**config.mk**
```make
export PLATFORM = sky130hd
export DESIGN_NAME = fp_add_norm_round_pipe
export DESIGN_NICKNAME = d
export VERILOG_FILES = /design/src/rtl/fp_add_norm_round_pipe.sv
export SDC_FILE = /design/constraint.sdc
export NUM_CORES = 1
export LEC_CHECK = 0
export CORE_ASPECT_RATIO = 0.7
export CORE_MARGIN = 2
export CORE_UTILIZATION = 30
export DETAILED_ROUTE_END_ITERATION = 12
export PLACE_DENSITY = 0.48
export SLEW_MARGIN = 20
export SYNTH_ARGS = -nofsm -noshare
export SYNTH_HDL_FRONTEND = slang
export SYNTH_SLANG_ARGS = --single-unit
export TNS_END_PERCENT = 10
```
**constraint.sdc**
```tcl
create_clock -name clk -period 4.9 [get_ports clk]
set_input_delay 0.49 -clock clk [delete_from_list [all_inputs] [get_ports clk]]
set_output_delay 0.49 -clock clk [all_outputs]
set_load 0.02 [all_outputs]
```
**src/rtl/fp_add_norm_round_pipe.sv**
```systemverilog
// fp_add_norm_round_pipe
//   Final normalize/round step of the floating-point adder, split into two
//   register stages with valid/ready backpressure.
//   Stage 1 normalizes the raw mantissa sum (carry right-shift or
//   leading-one left-shift). Stage 2 rounds per frm, resolves exceptions and
//   registers the packed result and flags.
//
// Ports
//   clk, rst            clock, asynchronous active-high reset
//   in_valid/in_ready   input handshake
//   frm                 rounding mode (0 RNE, 1 RTZ, 2 RDN, 3 RUP, 4 RMM, 5-7 RNE)
//   sign_in, exp_in     result sign and larger biased exponent
//   mant_in             {hidden, fraction, G, R} before normalization
//   carry_in, sticky_in carry out of mantissa add, alignment sticky
//   ovf_in..dz_in       upstream exception flags
//   out_valid/out_ready output handshake
//   result, flags       packed float and {NV, DZ, OF, UF, NX}
module fp_add_norm_round_pipe #(
    parameter int EXP_W  = 5,
    parameter int FRAC_W = 10
) (
    input  logic                    clk,
    input  logic                    rst,
    input  logic                    in_valid,
    output logic                    in_ready,
    input  logic [2:0]              frm,
    input  logic                    sign_in,
    input  logic [EXP_W-1:0]        exp_in,
    input  logic [FRAC_W+2:0]       mant_in,
    input  logic                    carry_in,
    input  logic                    sticky_in,
    input  logic                    ovf_in,
    input  logic                    unf_in,
    input  logic                    inv_in,
    input  logic                    dz_in,
    output logic                    out_valid,
    input  logic                    out_ready,
    output logic [EXP_W+FRAC_W:0]   result,
    output logic [4:0]              flags
);

    localparam int M_W   = FRAC_W + 3;
    localparam int E_W   = EXP_W + 2;
    localparam int R_W   = 1 + EXP_W + FRAC_W;
    localparam int CNT_W = $clog2(M_W + 1);

    localparam logic signed [E_W-1:0] E_ONE   = E_W'(1);
    localparam logic signed [E_W-1:0] EXP_MAX = {2'b00, {EXP_W{1'b1}}};

    // Number of leading zeros of m; M_W when m is zero.
    function automatic logic [CNT_W-1:0] lead_zeros(input logic [M_W-1:0] m);
        logic [CNT_W-1:0] n;
        logic             found;
        n     = '0;
        found = 1'b0;
        for (int i = M_W - 1; i >= 0; i--) begin
            if (!found) begin
                if (m[i]) found = 1'b1;
                else      n     = n + CNT_W'(1);
            end
        end
        return n;
    endfunction

    function automatic logic round_inc(input logic [2:0] mode, input logic s,
                                       input logic lsb, input logic g,
                                       input logic r, input logic st);
        case (mode)
            3'd1:    return 1'b0;
            3'd2:    return s & (g | r | st);
            3'd3:    return ~s & (g | r | st);
            3'd4:    return g;
            default: return g & (r | st | lsb);
        endcase
    endfunction

    // Saturated result on overflow: infinity or largest finite, by mode and sign.
    function automatic logic [R_W-1:0] ovf_value(input logic [2:0] mode, input logic s);
        logic [R_W-1:0] inf_v;
        logic [R_W-1:0] max_v;
        inf_v = {s, {EXP_W{1'b1}}, {FRAC_W{1'b0}}};
        max_v = {s, {(EXP_W-1){1'b1}}, 1'b0, {FRAC_W{1'b1}}};
        case (mode)
            3'd1:    return max_v;
            3'd2:    return s ? inf_v : max_v;
            3'd3:    return s ? max_v : inf_v;
            default: return inf_v;
        endcase
    endfunction

    // Handshake / stage advance
    logic s1_valid_q;
    logic out_valid_q;
    logic s2_load;
    logic s1_load;

    assign s2_load  = !out_valid_q || out_ready;
    assign s1_load  = !s1_valid_q || s2_load;
    assign in_ready = s1_load;

    // ---------------- stage 1: normalize ----------------
    logic [CNT_W-1:0]      lz;
    logic signed [E_W-1:0] exp_ext;
    logic [M_W-1:0]        s1_mant_d,   s1_mant_q;
    logic signed [E_W-1:0] s1_exp_d,    s1_exp_q;
    logic                  s1_sticky_d, s1_sticky_q;
    logic                  s1_sign_q;
    logic [2:0]            s1_frm_q;
    logic                  s1_ovf_q, s1_unf_q, s1_inv_q, s1_dz_q;

    always_comb begin
        lz      = lead_zeros(mant_in);
        exp_ext = {2'b00, exp_in};
        if (carry_in) begin
            s1_mant_d   = {1'b1, mant_in[M_W-1:1]};
            s1_sticky_d = sticky_in | mant_in[0];
            s1_exp_d    = exp_ext + E_ONE;
        end else begin
            // A zero mantissa shifts out completely, leaving the hidden bit clear.
            s1_mant_d   = mant_in << lz;
            s1_sticky_d = sticky_in;
            s1_exp_d    = exp_ext - $signed({{(E_W-CNT_W){1'b0}}, lz});
        end
    end

    always_ff @(posedge clk) begin
        if (s1_load && in_valid) begin
            s1_mant_q   <= s1_mant_d;
            s1_exp_q    <= s1_exp_d;
            s1_sticky_q <= s1_sticky_d;
            s1_sign_q   <= sign_in;
            s1_frm_q    <= frm;
            s1_ovf_q    <= ovf_in;
            s1_unf_q    <= unf_in;
            s1_inv_q    <= inv_in;
            s1_dz_q     <= dz_in;
        end
    end

    // ---------------- stage 2: round and resolve exceptions ----------------
    logic                  is_zero;
    logic                  g_bit, r_bit, lsb_bit, inc;
    logic [FRAC_W:0]       frac_sum;
    logic signed [E_W-1:0] exp_rnd;
    logic                  is_ovf, is_unf, nx;
    logic [R_W-1:0]        result_d, result_q;
    logic [4:0]            flags_d,  flags_q;

    always_comb begin
        is_zero  = !s1_mant_q[M_W-1];
        g_bit    = s1_mant_q[1];
        r_bit    = s1_mant_q[0];
        lsb_bit  = s1_mant_q[2];
        inc      = round_inc(s1_frm_q, s1_sign_q, lsb_bit, g_bit, r_bit, s1_sticky_q);
        frac_sum = {1'b0, s1_mant_q[FRAC_W+1:2]} + {{FRAC_W{1'b0}}, inc};
        // Fraction carry-out leaves a zero fraction and bumps the exponent.
        exp_rnd  = s1_exp_q + $signed({{(E_W-1){1'b0}}, frac_sum[FRAC_W]});
        nx       = g_bit | r_bit | s1_sticky_q;
        is_ovf   = s1_ovf_q || (!is_zero && (exp_rnd >= EXP_MAX));
        is_unf   = s1_unf_q || (!is_zero && (exp_rnd[E_W-1] || (exp_rnd == '0)));

        result_d = {s1_sign_q, exp_rnd[EXP_W-1:0], frac_sum[FRAC_W-1:0]};
        flags_d  = {1'b0, s1_dz_q, 2'b00, nx};
        if (s1_inv_q) begin
            result_d = {1'b0, {EXP_W{1'b1}}, 1'b1, {(FRAC_W-1){1'b0}}};
            flags_d  = {1'b1, s1_dz_q, 3'b000};
        end else if (is_ovf) begin
            result_d = ovf_value(s1_frm_q, s1_sign_q);
            flags_d  = {1'b0, s1_dz_q, 3'b101};
        end else if (is_unf) begin
            result_d = {s1_sign_q, {(R_W-1){1'b0}}};
            flags_d  = {1'b0, s1_dz_q, 3'b011};
        end else if (is_zero) begin
            result_d = {s1_sign_q, {(R_W-1){1'b0}}};
            flags_d  = {1'b0, s1_dz_q, 3'b000};
        end
    end

    // ---------------- control and output registers ----------------
    always_ff @(posedge clk or posedge rst) begin
        if (rst) begin
            s1_valid_q  <= 1'b0;
            out_valid_q <= 1'b0;
            result_q    <= '0;
            flags_q     <= '0;
        end else begin
            if (s1_load) s1_valid_q <= in_valid;
            if (s2_load) begin
                out_valid_q <= s1_valid_q;
                if (s1_valid_q) begin
                    result_q <= result_d;
                    flags_q  <= flags_d;
                end
            end
        end
    end

    assign out_valid = out_valid_q;
    assign result    = result_q;
    assign flags     = flags_q;

endmodule

```
-- Word level (Yosys, flattened, before mapping)
Cells that the tools add are included.
- register bits: 52
- input port bits: 32
- add/sub/neg operators: 16
- magnitude comparators: 1
- equality and inequality tests: 4
- shifts and indexed selects: 1
- multiplexer cells: 63
- bitwise logic cells: 9
- reductions and logical operators: 12
- operators with widths (kind ; count):
    $mux W4 ; 24
    $mux W16 ; 4
    $add A4 B1 Y4 const B ; 12
    $pmux W16 S3 ; 1
    $mux W15 ; 2
    $mux W1 ; 26
    $shl A13 B4 Y13 ; 1
    $mux W12 ; 1
    $add A10 B1 Y11 ; 1
    $add A7 B2 Y7 ; 1
    $ge A7 B6 Y1 const B ; 1
    $logic_not A7 Y1 ; 1
    $mux W7 ; 1
    $add A5 B1 Y6 const B ; 1
    $eq A3 B2 Y1 const B ; 2
    $sub A5 B4 Y6 ; 1
    $logic_or A1 B1 Y1 ; 5
    $mux W5 ; 1
    $or A1 B1 Y1 ; 5
    $pmux W1 S4 ; 1
    $and A1 B1 Y1 ; 3
    $eq A3 B1 Y1 const B ; 1
    $eq A3 B3 Y1 const B ; 1
    $logic_and A1 B1 Y1 ; 3
    5 further kinds ; 6

-- Logic depth before layout (Yosys ltp)
Gate-level depths: netlist of run 1.
- word-level depth: 39
- gate-level depth with buffers: 35
- mapped depth without buffers: 34

-- Worst setup path before layout of run 1
No wires, ideal clock.
- path kind: input to register
- start: input mant_in[10]
- end: register s1_exp_q[4], data pin
- setup time: 259 ps
- arrival: 6586 ps
- data required time: 4641 ps
- slack: -1945 ps
- cell stages on the path: 32
- cell sequence: buf_2 > nor4_4 > buf_4 > nor2_1 > ha_1 > nor4_1 > a211oi_1 > o21a_1 > nor2_1 > a21oi_1 > ha_1 > mux2_2 > o2111a_1 > o21ai_0 > nand2_1 > ha_1 > mux2i_1 > and3_1 > a21oi_1 > ha_1 > o21ai_0 > a21oi_1 > ha_1 > or4b_1 > nand2_2 > inv_1 > fa_1 > nand2_1 > nand2_1 > a211oi_1 > a41oi_1 > xnor2_1
- longest elaborated chain between the ends: 34
- elaborated cells on any way between the ends: 45
- those cells by class: add/sub (11); mux (34)
- ends and longest elaborated chain (what ; line ; RTL):
    from (decl) ; 29 ; input logic [FRAC_W+2:0] mant_in,
    $mux W4 ; 58 ; if (m[i]) found = 1'b1;
    $mux W4 ; 57 ; if (!found) begin
    $add A4 B1 Y4 ; 59 ; else n = n + CNT_W'(1);
    $mux W4 ; 58 ;
    $mux W4 ; 57 ;
    $add A4 B1 Y4 ; 59 ;
    $mux W4 ; 58 ;
    $mux W4 ; 57 ;
    (+19 left out) ; - ;
    $mux W4 ; 58 ;
    $mux W4 ; 57 ;
    $add A4 B1 Y4 ; 59 ;
    $mux W4 ; 58 ;
    $mux W4 * ; 57 ;
    $sub A5 B4 Y6 * ; 122 ; s1_exp_d = exp_ext - $signed({{(E_W-CNT_W){1'b0}}, lz});
    $mux W7 * ; 114 ; if (carry_in) begin
    via s1_exp_d[4] ; 105 ; logic signed [E_W-1:0] s1_exp_d, s1_exp_q;
    to (signal assigned) ; 129 ; s1_exp_q <= s1_exp_d;
    to (decl) ; 105 ;
Mark *: on every way through the listed nets, which the timed path passes. The rest lies on a longest branch.
A chain may end at the register's enable or synchronous reset.

-- Final worst setup path of run 1
Ends and elaborated chain as after synthesis.

==> flow_metrics.env, run 1 <==
export IMPL_criticalPathCategory="input port to register"
export IMPL_start_util_pct=30.8
export IMPL_synth_edf_count=29
export IMPL_clock_sinks=52
export IMPL_num_rows=35
export IMPL_fin_crit_sh_pct=127
export IMPL_grt_pass1_wl_um=19900
export IMPL_holdWs_ns=0.449
export IMPL_drt_pass1_iter_count=5
export IMPL_async_reset_ff_share_pct=44.2
export IMPL_max_cap_violations=0
export IMPL_wl_um=12400
export IMPL_place_gp_congestion=0.890
export IMPL_setup_viol=19
export IMPL_p_leak_nw=2.49
export IMPL_ys_ff_latch=52
export IMPL_layout_min_cycle_time_ns=6.22
export IMPL_fin_skew_ns=0.00589
export IMPL_yosysTopAreaCellShare_pct=21.5
export IMPL_fp_coreArea_um2=13100
export IMPL_cp_common_cell="ha_1"
export IMPL_r2r_end="result[11]$_DFFE_PP0P_"
export IMPL_cts_buffers_inserted=5
export IMPL_boundaryPins=55
export IMPL_layout_cells_non_filler=757
export IMPL_track_usage_pct=17.6
export IMPL_clk_path_buf_depth=2
export IMPL_die_width_um=143
export IMPL_io_buffers=54
export IMPL_fillers=1249
export IMPL_status="complete, but fails checks"
export IMPL_insertion_delay_ns=0.29
export IMPL_critPathSlowestCell="or4b_4"
export IMPL_placedInstanceArea_um2=5320
export IMPL_fin_ws_ns=-1.32
export IMPL_relSlewSlack_pct=41.6
export IMPL_synthCells=445
export IMPL_yosys_top_cells_area="edfxtp_1 (22%), dfrtp_1 (14%), ha_1 (5.9%)"
export IMPL_ys_flop_type="edfxtp_1"
export IMPL_ys_seq_area_share_pct=35.8
export IMPL_synthToLayoutAreaGrowth_pct=44.7
export IMPL_grt_pass1_vias=3881
export IMPL_holdPathStages=2
export IMPL_antenna_found_initial=0
export IMPL_cts_tree="yes"
export IMPL_rrSetupSlack_ns=0.84
export IMPL_netlist_area_um2=4040
export IMPL_die_area_um2=14400
export IMPL_setup_worst_path_end_class="register"
export IMPL_remaining_drc_errors=0
export IMPL_max_stage_delay_ns=0.50
export IMPL_start_kind="input port"
export IMPL_finalHoldViolCount=0
export IMPL_ys_warn_count=0
export IMPL_design_area_um2=5850
export IMPL_grt_overflow=0
export IMPL_vias=3952
export IMPL_layout_drive_gt1_share_pct=27.9
export IMPL_ant_nets=0
export IMPL_hp_start="s1_dz_q$_DFFE_PP_"
export IMPL_htreeDepth=2
export IMPL_syn_num_nets=497
export IMPL_ff2ff_path_depth=19
export IMPL_worst_ep_arrival_time_ns=6.26
export IMPL_wire_per_inst_um=16.4
export IMPL_rsz0062_at_grt="yes"
export IMPL_root_buffer="clkbuf_16"
export IMPL_die_h_um=101
export IMPL_yosysTopAreaCell="edfxtp_1"
export IMPL_fin_util_pct=44.5
export IMPL_diodes=0
export IMPL_viasPerCell=5.22
export IMPL_ys_types=67
export IMPL_fin_nets=642
export IMPL_synth_area_per_cell_um2=9.08
export IMPL_violations="setup timing"
export IMPL_cp_required_ns=4.94
export IMPL_worst_slew_pin_slew_ns=0.875
export IMPL_ir_worst_vdd_mv=0.137
export IMPL_worstPathMaxFanout=3
export IMPL_grt_max_degree=30
export IMPL_slew_violations=0
export IMPL_placedCellCount=726
export IMPL_max_clock_freq_mhz=161
export IMPL_p_per_area_nw_per_um2=237
export IMPL_hold_class="register to register"
export IMPL_path_clk_slew_ns=0.06
export IMPL_cts_hold_buf=0
export IMPL_post_dp_hpwl_um=9550
export IMPL_first_iter_violations=267
export IMPL_r2r_start="s1_frm_q[1]$_DFFE_PP_"
export IMPL_holdPathEnd="flags[3]$_DFFE_PP0P_"
==> per-stage QoR <==
| stage | power, mW | setup TNS [ns] | setup slack (ns) |
|---|---|---|---|
| floorplan | 0.762 | -22.24 | -1.62 |
| global placement | 0.952 | -32.81 | -1.96 |
| detailed placement | 0.955 | -37.69 | -2.23 |
| global route | 1.46 | -26.01 | -1.60 |
| CTS | 1.39 | -25.45 | -1.47 |
| finish | 1.38 | -21.07 | -1.32 |
==> registers in the layout, indices dropped and copies added, names as in the netlist, 3 cells and up <==
name and flops:
s1_frm_q 3, s1_exp_q 7, flags 5, result 16
s1_mant_q 13
==> area by class of cell <==
cell class	count	area [µm²]	share of cell area, %
Sequential cell	52	1450	24.7
Multi-Input combinational cell	351	2590	44.2
Timing Repair Buffer	159	1350	23.1
Clock buffer	8	178	3.04
Inverter	21	81.3	1.39
Tap cell	166	208	3.55
==> per-layer routing <==
layer / part of all wire (%) / up-vias / global-route usage [%]
met4: 0.89 / 0 / 2.82
met2: 40 / 121 / 24.9
met5: 0 / - / 0
met1: 54 / 1878 / 28.0
li1: - / 1940 / -
met3: 5.6 / 13 / 2.99
==> cell usage after synthesis, drive strengths merged, types with 5 or more instances <==
library cell and instances:
nand2b 9, o21ai 33, a22o 11, nand3 20, a21o 7, inv 21, o31ai 6, nand2 50
nor2 30, dfrtp 23, mux2i 15, xnor2 16, and3 9, clkbuf 14, and2 12, nor2b 9
ha 19, nor3 8, buf 7, nand4 6, a211oi 5, xor2 9, a21oi 17, edfxtp 29
mux2 5
==> report_power, final <==
part           internal, mW  leakage (nW)  switching (mW)
Clock                 0.248        0.0883           0.148
Sequential            0.514         0.557          0.0285
Combinational         0.220          1.84           0.225
==> worst max-delay path: cells and delay by family <==
kind,cells,cell delay (ns)
buffers and inverters,3,0.25
AO/OA/AOI/OAI,10,1.36
adder cells (fa/ha/maj),6,1.81
XOR/XNOR,1,0.15
multiplexers,2,0.43
AND/OR/NAND/NOR,10,1.75
==> cells in the final DEF (no fill, tap or decap), types with 8 or more instances in the layout <==
master / n
nor2b_1: 8
ha_1: 16
o21ai_0: 22
edfxtp_1: 29
buf_4: 101
mux2i_1: 12
a21oi_1: 12
xor2_1: 9
o21ai_1: 9
nand2_1: 46
and2_1: 10
inv_1: 16
nor2_1: 28
xnor2_1: 16
dfrtp_1: 23
a22o_1: 11
clkdlybuf4s50_1: 50
nand2b_1: 9
nand3_1: 19
and3_1: 9
==> repair_timing <==
| item | 4_1_cts | 5_1_grt |
|---|---|---|
| cloned | 0 | 0 |
| hold endpoints to repair | 0 | 0 |
| buffers inserted | 21 | 3 |
| pin swaps | 30 | 28 |
| setup endpoints to repair | 19 | 19 |
| gates resized for setup | 48 | 12 |
==> cells by family after synthesis <==
logic type | share of synthesized area [%]
compound gates | 21.1
simple gates | 20.6
xor+xnor | 6.59
buf+inv | 4.33
mux | 5.11
fa+ha+maj | 6.38
flops | 35.8
==> how the worst max path moves through the flow <==
stage                           start               endpoint  slack [ns]  cells past startpoint
after floorplan           mant_in[10]  s1_exp_q[4]$_DFFE_PP_       -1.62                     32
after global placement    mant_in[11]  s1_exp_q[4]$_DFFE_PP_       -1.96                     34
after detailed placement  mant_in[11]  s1_exp_q[5]$_DFFE_PP_       -2.23                     35
after CTS                 mant_in[11]  s1_exp_q[5]$_DFFE_PP_       -1.47                     33
after global routing      mant_in[10]  s1_exp_q[4]$_DFFE_PP_       -1.60                     32
final                     mant_in[10]  s1_exp_q[4]$_DFFE_PP_       -1.32                     32
Note: power is estimated with default switching activity, not from simulation.
==> run 2: changes to the inputs <==
CORE_UTILIZATION = 56   (was 30)
PLACE_DENSITY = 0.8   (was 0.48)
SKIP_LAST_GASP = 1   (was unset)
TNS_END_PERCENT = unset   (was 10)
==> flow_metrics.env, run 2 (same netlist as run 1, synthesis figures left out) <==
export IMPL_status="complete, but fails checks"
export IMPL_violations="setup timing"
export IMPL_p_leak_nw=2.54
export IMPL_critical_path_buf_inv_count=3
export IMPL_root_buffer="clkbuf_8"
export IMPL_hold_class="register to register"
export IMPL_worst_ep_arrival_time_ns=6.44
export IMPL_insertion_delay_ns=0.31
export IMPL_path_clk_slew_ns=0.10
export IMPL_relSlewSlack_pct=37.2
export IMPL_fin_nets=644
export IMPL_swShare_pct=33.2
export IMPL_remaining_drc_errors=0
export IMPL_clock_sinks=52
export IMPL_die_h_um=75.1
export IMPL_place_gp_congestion=0.971
export IMPL_mostFrequentLayoutCells="buf_4 (89), clkdlybuf4s50_1 (50), nand2_1 (46)"
export IMPL_switchingPower_mw=0.454
export IMPL_drt_pass1_iter_count=5
export IMPL_ir_worst_vdd_mv=0.182
export IMPL_fillers=334
export IMPL_io_buffers=54
export IMPL_fp_coreArea_um2=6880
export IMPL_num_rows=25
export IMPL_grt_pass1_vias=4260
export IMPL_critPathSlowestCell="or4b_4"
export IMPL_crit_start="mant_in[12]"
export IMPL_viasPerCell=6.68
export IMPL_wl_um=15500
export IMPL_holdWs_ns=0.453
export IMPL_r2r_start="s1_frm_q[1]$_DFFE_PP_"
export IMPL_ff2ff_path_depth=17
export IMPL_vias=4591
export IMPL_die_area_um2=7920
export IMPL_post_dp_hpwl_um=9110
export IMPL_cp_top_family="adder cells"
export IMPL_clock_power_share_pct=21.7
export IMPL_grt_pass1_wl_um=21600
export IMPL_grt_max_degree=29
export IMPL_layout_drive_gt1_share_pct=33.6
export IMPL_layout_min_cycle_time_ns=6.39
export IMPL_ant_nets=0
export IMPL_cp_required_ns=4.95
export IMPL_synthToLayoutAreaGrowth_pct=50.4
export IMPL_first_iter_violations=624
export IMPL_final_common_cell="buf_4"
export IMPL_placedInstanceArea_um2=5210
export IMPL_p_int_mw=0.912
export IMPL_start_kind="input port"
export IMPL_antenna_found_initial=0
export IMPL_clk_path_buf_depth=2
export IMPL_rsz0062_at_grt="yes"
export IMPL_criticalPathCategory="input port to register"
export IMPL_max_stage_delay_ns=0.49
export IMPL_design_area_um2=6080
export IMPL_wire_per_inst_um=22.5
export IMPL_path_depth=33
export IMPL_fin_crit_sh_pct=130
export IMPL_slew_violations=0
export IMPL_tns_ns=-23.13
export IMPL_setup_viol=19
export IMPL_pre_cts_ws_ns=-2.17
export IMPL_start_util_pct=58.7
export IMPL_max_clock_freq_mhz=157
export IMPL_worstPathMaxFanout=4
export IMPL_boundaryPins=55
export IMPL_finalHoldViolCount=0
export IMPL_p_per_area_nw_per_um2=225
export IMPL_cts_buffers_inserted=5
export IMPL_seqPwrFrac_pct=40.0
export IMPL_pwr_share_comb_pct=38.3
export IMPL_setup_worst_path_end_class="register"
export IMPL_fin_skew_ns=0.00931
export IMPL_largest_reg_flops=16
export IMPL_max_cap_violations=0
export IMPL_fin_ws_ns=-1.49
export IMPL_htreeDepth=2
export IMPL_cts_tree="yes"
export IMPL_holdPathStages=2
export IMPL_worst_slew_pin_slew_ns=0.941
export IMPL_hp_start="s1_dz_q$_DFFE_PP_"
export IMPL_track_usage_pct=35.5
export IMPL_die_width_um=106
export IMPL_grt_overflow=0
export IMPL_diodes=0
==> run 2: worst register-to-register path, stage by stage (launching register included) <==
cell and delay, ns:
edfxtp_1 0.41, nor2b_1 0.17, and2_1 0.18, ha_1 0.27, nand3_1 0.08, o21ai_0 0.13
ha_1 0.27, ha_1 0.25, nand3_1 0.22, nor2_1 0.29, ha_1 0.24, ha_1 0.23
xor2_1 0.35, nand3_1 0.14, o31ai_1 0.31, a31oi_2 0.38, o21a_1 0.48, a22o_1 0.26
==> run 2: metal layers <==
metal	global-route usage, %	vias to the layer above	wire length (µm)
li1	-	1953	-
met1	46.0	2180	5960
met2	58.8	375	7140
met3	9.96	83	1720
met4	11.7	0	668
met5	0	-	0
==> run 2: repair_timing <==
action                     in CTS  in global routing
pin swaps                      43                 46
hold buffers                    0                  0
setup buffers                  21                 16
gates resized for setup        61                 53
cloned                          1                  1
setup endpoints to repair      19                 19
==> run 2: power groups by stage <==
stage	combinational, mW	sequential [mW]	clock (mW)
CTS	0.445	0.543	0.293
global route	0.547	0.551	0.317
detailed placement	0.399	0.553	0
global placement	0.385	0.550	0
finish	0.523	0.547	0.296
floorplan	0.188	0.577	0
==> run 2: final timing paths <==
| path | to | slack, ns |
|---|---|---|
| max in group asynchronous | result[10]$_DFFE_PP0P_ | 3.64 |
| worst min register to register | flags[3]$_DFFE_PP0P_ | 0.45 |
| worst min-delay path | flags[3]$_DFFE_PP0P_ | 0.45 |
| min in group asynchronous | flags[3]$_DFFE_PP0P_ | 0.69 |
| worst max-delay path | s1_exp_q[4]$_DFFE_PP_ | -1.49 |
| worst max register to register | result[2]$_DFFE_PP0P_ | 0.15 |
==> run 2: layout make-up <==
type | count | area (µm²) | area share (%)
clock buffer | 7 | 108 | 1.77
clock inverter | 1 | 8.76 | 0.144
inverter | 21 | 83.8 | 1.38
multi-input combinational | 351 | 2860 | 47.0
sequential | 52 | 1450 | 23.8
tap | 94 | 118 | 1.94
timing repair buffer | 161 | 1460 | 24.0
==> run 2: metrics by stage <==
step | total power [mW] | std cells | utilization [%]
6_report | 1.37 | 687 | 88.3
5_1_grt | 1.41 | 687 | 88.3
4_1_cts | 1.28 | 677 | 83.0
3_5_place_dp | 0.951 | 648 | 75.8
3_3_place_gp | 0.935 | 648 | 75.8
2_1_floorplan | 0.765 | 445 | -
==> variant 1: new RTL, config.mk and constraints of run 2 <==
Put one more register stage on the output `flags`, cleared by the reset. The value now appears one clock later. The other outputs are not delayed to match.
--- a/src/rtl/fp_add_norm_round_pipe.sv
+++ b/src/rtl/fp_add_norm_round_pipe.sv
@@ -198,5 +198,11 @@
     assign out_valid = out_valid_q;
     assign result    = result_q;
-    assign flags     = flags_q;
+    always_ff @(posedge clk or posedge rst) begin
+        if (rst) begin
+            flags <= '0;
+        end else begin
+            flags <= flags_q;
+        end
+    end
 
 endmodule
Check against the original RTL: not equivalent (a bounded check fails within 4 cycles, from zero or initial values and one cycle with rst high).
==> variant 1 against run 2 <==
Count of clock-buffer cells in the layout is 7 higher; synthesized cell count is 4.0% higher; total power is 19% higher; wire length is 14% lower; sequential cell count is 5 higher; the run still ends with negative setup slack left; hold slack worse by 0.069 ns; area after synthesis is 3.9% higher; die area is 3.8% higher; setup slack better by 0.57 ns; register-to-register slack better by 0.30 ns; maximum frequency is 9.8% higher; design area is 1.1% higher.
==> variant 1: results (changes against run 2) <==
Finish
  – Seq/total area: 25.58% (+1.8 points)
  – Fillers: 430 (+29%)
  – Non-clock inverters: 24 (+14%)
  – Portion of the layout cell area used by clock cells: 4.257% (+2.3 points)
  – Fraction of final layout cells with drive strength greater than 1: 31.18% (-2.4 points)
  – Filler-free cell count of the finished design: 717 (+4.4%)

Run status
  – Violated checks: negative setup slack
  – Status: finished with violations

Global routing
  – Met1 global-route usage: 47.74% (+1.7 points)
  – Met3 capacity usage during global routing: 7.357% (-2.6 points)
  – Pin count of the biggest net entering global routing: 31 (+6.9%)
  – All-layer global routing usage: 32.27% (-3.2 points)
  – Met2 demand-to-capacity share in global routing: 48.30% (-10 points)

Clocking
  – Post-cts resize count: 38 (-38%)
  – Latest clock arrival within the worst-skew pair: 0.35 ns (+0.04 ns)

Synth
  – Main area contributors after synthesis: sky130_fd_sc_hd__edfxtp_1 (21%), sky130_fd_sc_hd__dfrtp_1 (17%), sky130_fd_sc_hd__ha_1 (5.7%)
  – Fraction of the yosys area taken by sequential cells: 37.41% (+1.6 points)
  – Distinct cell type count after synthesis: 73 (+9.0%)
  – Post-synthesis mux area share: 2.770% (-2.3 points)

STA
  – Final setup violation count: 19 (unchanged)
  – Fin Setup TNS: -12.80 ns (+10.33 ns)
  – Setup WS post-layout: -0.9190 ns (+0.5699 ns)

Power and ir drop
  – Reported leakage power: 2.538 nW (about the same)

Drt
  – Routed length on met2: 6.136 mm (-14%)
  – Initial DRC Count: 481 (-23%)

Place
  – HPWL after detailed placement: 9.168 mm (+0.66%)

Min path
  – Endpoint with the worst hold slack: flags[4]

Setup path
  – Reg-to-reg critical path endpoint: result[9]
  – Arrival @ worst endpoint: 5.96 ns (-0.48 ns)
  – Delay contributed by the slowest stage of the critical path: 0.46 ns (-0.03 ns)
variant 1: cell count changes after synthesis, sizes merged, moves of 4 or more:
cell           run 2  this run
nor2b              9         4
or3                1         6
a21oi             17        27
and3               9         4
dfrtp             23        28
nand2b             9        13
mux2i             15         6
variant 1: cell families (layout without fill, tap and decap cells):
group | after synthesis | after routing
xor gates and xnor gates | 29 | 29
DFF | 57 | 57
AOI/OAI and AO/OA | 139 | 139
and+or+nand+nor | 164 | 164
muxes | 11 | 11
buffers and inverters | 43 | 199
adders and majority gates | 20 | 20
variant 1: worst max-delay path by stage:
stage / startpoint / to / depth (start not counted)
after floorplan: mant_in[10] / s1_exp_q[5] / 33
after global placement: mant_in[11] / s1_exp_q[5] / 34
after detailed placement: mant_in[11] / s1_exp_q[5] / 34
after CTS: mant_in[11] / s1_exp_q[5] / 34
after global routing: mant_in[11] / s1_exp_q[5] / 34
final: mant_in[11] / s1_exp_q[3] / 34
==> variant 2: new RTL, flow settings as in run 2 <==
Without the edit above. Change the parameter `FRAC_W` from 10 to 8.
--- a/src/rtl/fp_add_norm_round_pipe.sv
+++ b/src/rtl/fp_add_norm_round_pipe.sv
@@ -18,5 +18,5 @@
 module fp_add_norm_round_pipe #(
     parameter int EXP_W  = 5,
-    parameter int FRAC_W = 10
+    parameter int FRAC_W = 8
 ) (
     input  logic                    clk,
Interface: changed (resized mant_in and result); port bits go from 55 to 51. No check against the original RTL was run, so the function may have changed too.
==> variant 2 against run 2 <==
The flow still finishes with violations (negative setup slack); wire length is 35% lower; design area is 18% lower; critical path depth rose by 7; die area is 11% lower; combinational power fell by 20%; area after synthesis decreased by 12%; sequential cell count decreased by 4; cell count is 16% lower; maximum frequency fell by 5.2%; via count fell by 24%; setup slack got worse by 0.35 ns; total power down 15%; critical path type unchanged; critical endpoint unchanged; largest power group unchanged.
==> variant 2: results (changes against run 2) <==
Synth
  – Number of enable-type register cells in the synthesized netlist: 27 (-6.9%)
  – List of most frequent post-synthesis cells: sky130_fd_sc_hd__nand2_1 (42), sky130_fd_sc_hd__edfxtp_1 (27), sky130_fd_sc_hd__o21ai_0 (27)
  – Post-synthesis compound-gate area fraction: 18.17% (-3.0 points)
  – Adder and majority gate portion of the synthesized area: 7.226% (+0.85 points)
  – Post-Syn Nets: 431 (-13%)
  – Most instantiated flip-flop cell in the synthesis netlist: sky130_fd_sc_hd__edfxtp_1
  – Post-synthesis mux area share: 7.050% (+1.9 points)
  – Synth Area in XOR/XNOR: 7.611% (+1.0 points)
  – Main area contributors after synthesis: sky130_fd_sc_hd__edfxtp_1 (23%), sky130_fd_sc_hd__dfrtp_1 (15%), sky130_fd_sc_hd__ha_1 (6.7%)
  – Distinct cell type count after synthesis: 64 (-4.5%)

Setup path
  – Worst flop-to-flop path startpoint: s1_frm_q[2]
  – Origin of the worst setup path: mant_in[10]
  – Critical path peak fanout: 3 (-1)
  – Number of cell instances on the worst register-to-register path: 20 (+3)
  – Reg-to-reg critical path endpoint: result[7]
  – Slowest cell on the critical path: sky130_fd_sc_hd__ha_1
  – Arrival @ worst endpoint: 6.79 ns (+0.35 ns)
  – Delay contributed by the slowest stage of the critical path: 0.30 ns (-0.19 ns)

Drt
  – Avg Vias per Cell: 6.059 (-9.3%)
  – Post-Route WL: 10.04 mm (-35%)
  – Initial DRC Count: 235 (-62%)

Run status
  – Status: finished with violations
  – Violated checks: negative setup slack

Global routing
  – Wire length of the first global-routing pass: 16.15 mm (-25%)
  – Pin count of the biggest net entering global routing: 28 (-3.4%)
  – Via count of the first global-routing pass: 3,394 (-20%)
  – All-layer global routing usage: 28.81% (-6.7 points)

Finish
  – Number of flip-flops under the largest register name: 14 (-2)
  – Fillers: 385 (+15%)
  – Fraction of final layout cells with drive strength greater than 1: 28.02% (-5.5 points)
  – Post-layout nets: 545 (-15%)

STA
  – Worst hold slack after final layout: 0.4894 ns (+0.03679 ns)
  – Worst slew pin tran: 0.8805 ns (-0.06006 ns)
  – Setup WS post-layout: -1.840 ns (-0.3512 ns)
  – Final setup violation count: 17 (-2)

Min path
  – Start point of the worst hold path: result[13]
  – Endpoint with the worst hold slack: result[13]

Place
  – HPWL after detailed placement: 7.102 mm (-22%)
  – Buffers added on ports: 50 (-7.4%)
  – Placer Congestion: 0.9055 (-6.8%)

Power and ir drop
  – Worst ir drop on vdd: 0.1789 mV (-1.8%)
  – Reported leakage power: 2.024 nW (-20%)
## variant 2: power by group
group	switching (W)	internal [W]	leakage [nW]
sequential	0.0000279	0.000476	0.517
clock	0.000131	0.000115	0.0488
combinational	0.000210	0.000206	1.46
## variant 2: kinds of logic (layout without fill, tap and decap cells)
family | count (synthesis) | after routing
flops | 48 | 48
xor+xnor | 28 | 28
simple gates | 134 | 134
buf+inv | 29 | 144
mux | 23 | 23
compound gates | 99 | 99
fa+ha+maj | 20 | 20
## variant 2: area by class of cell
class | count | area (µm²) | area share, %
clock inverters | 1 | 6.256 | 0.1260
clock buffers | 7 | 86.33 | 1.739
inverters | 13 | 53.80 | 1.084
flip-flops and latches | 48 | 1336 | 26.92
repair buffers | 123 | 1076 | 21.68
well taps | 78 | 97.59 | 1.966
multi-input cells | 304 | 2307 | 46.48
## variant 2: stage by stage
step	cells	setup WS [ns]	cell area [µm²]	setup TNS [ns]
after floorplan	381	-2.122	3645	-29.09
after global placement	546	-2.324	4558	-35.96
after detailed placement	546	-2.561	4558	-39.31
after CTS	568	-1.805	4852	-27.69
after global routing	574	-2.142	4964	-32.97
final	574	-1.840	4964	-27.53
## variant 2: worst max path at each step
stage | end | depth (start not counted)
6_report | s1_exp_q[4] | 40
5_1_grt | s1_exp_q[5] | 39
4_1_cts | s1_exp_q[4] | 40
3_5_place_dp | s1_exp_q[4] | 39
3_3_place_gp | s1_exp_q[4] | 39
2_1_floorplan | s1_exp_q[4] | 40
## variant 2: routing by layer
| metal | global-route usage (%) | wire, µm | up-vias |
|---|---|---|---|
| met5 | 0 | 0 | - |
| met4 | 5.479 | 109 | 0 |
| met3 | 6.028 | 824 | 17 |
| met2 | 46.77 | 4684 | 162 |
| met1 | 40.69 | 4424 | 1666 |
| li1 | - | - | 1633 |
## variant 2: worst reg2reg max path: cells and delay by family (launching register included)
family	cells	cell delay, ns
AND/OR/NAND/NOR	10	1.83
adder cells (fa/ha/maj)	5	1.09
AO/OA/AOI/OAI	4	0.62
flip-flops	1	0.45
XOR/XNOR	1	0.32
## variant 2: repair_timing
| action | in CTS | in global routing |
|---|---|---|
| gates resized for setup | 32 | 15 |
| setup endpoints to repair | 17 | 17 |
| setup buffers | 14 | 8 |
| gates cloned | 0 | 0 |
| pin swaps | 34 | 28 |
| hold buffers | 0 | 0 |
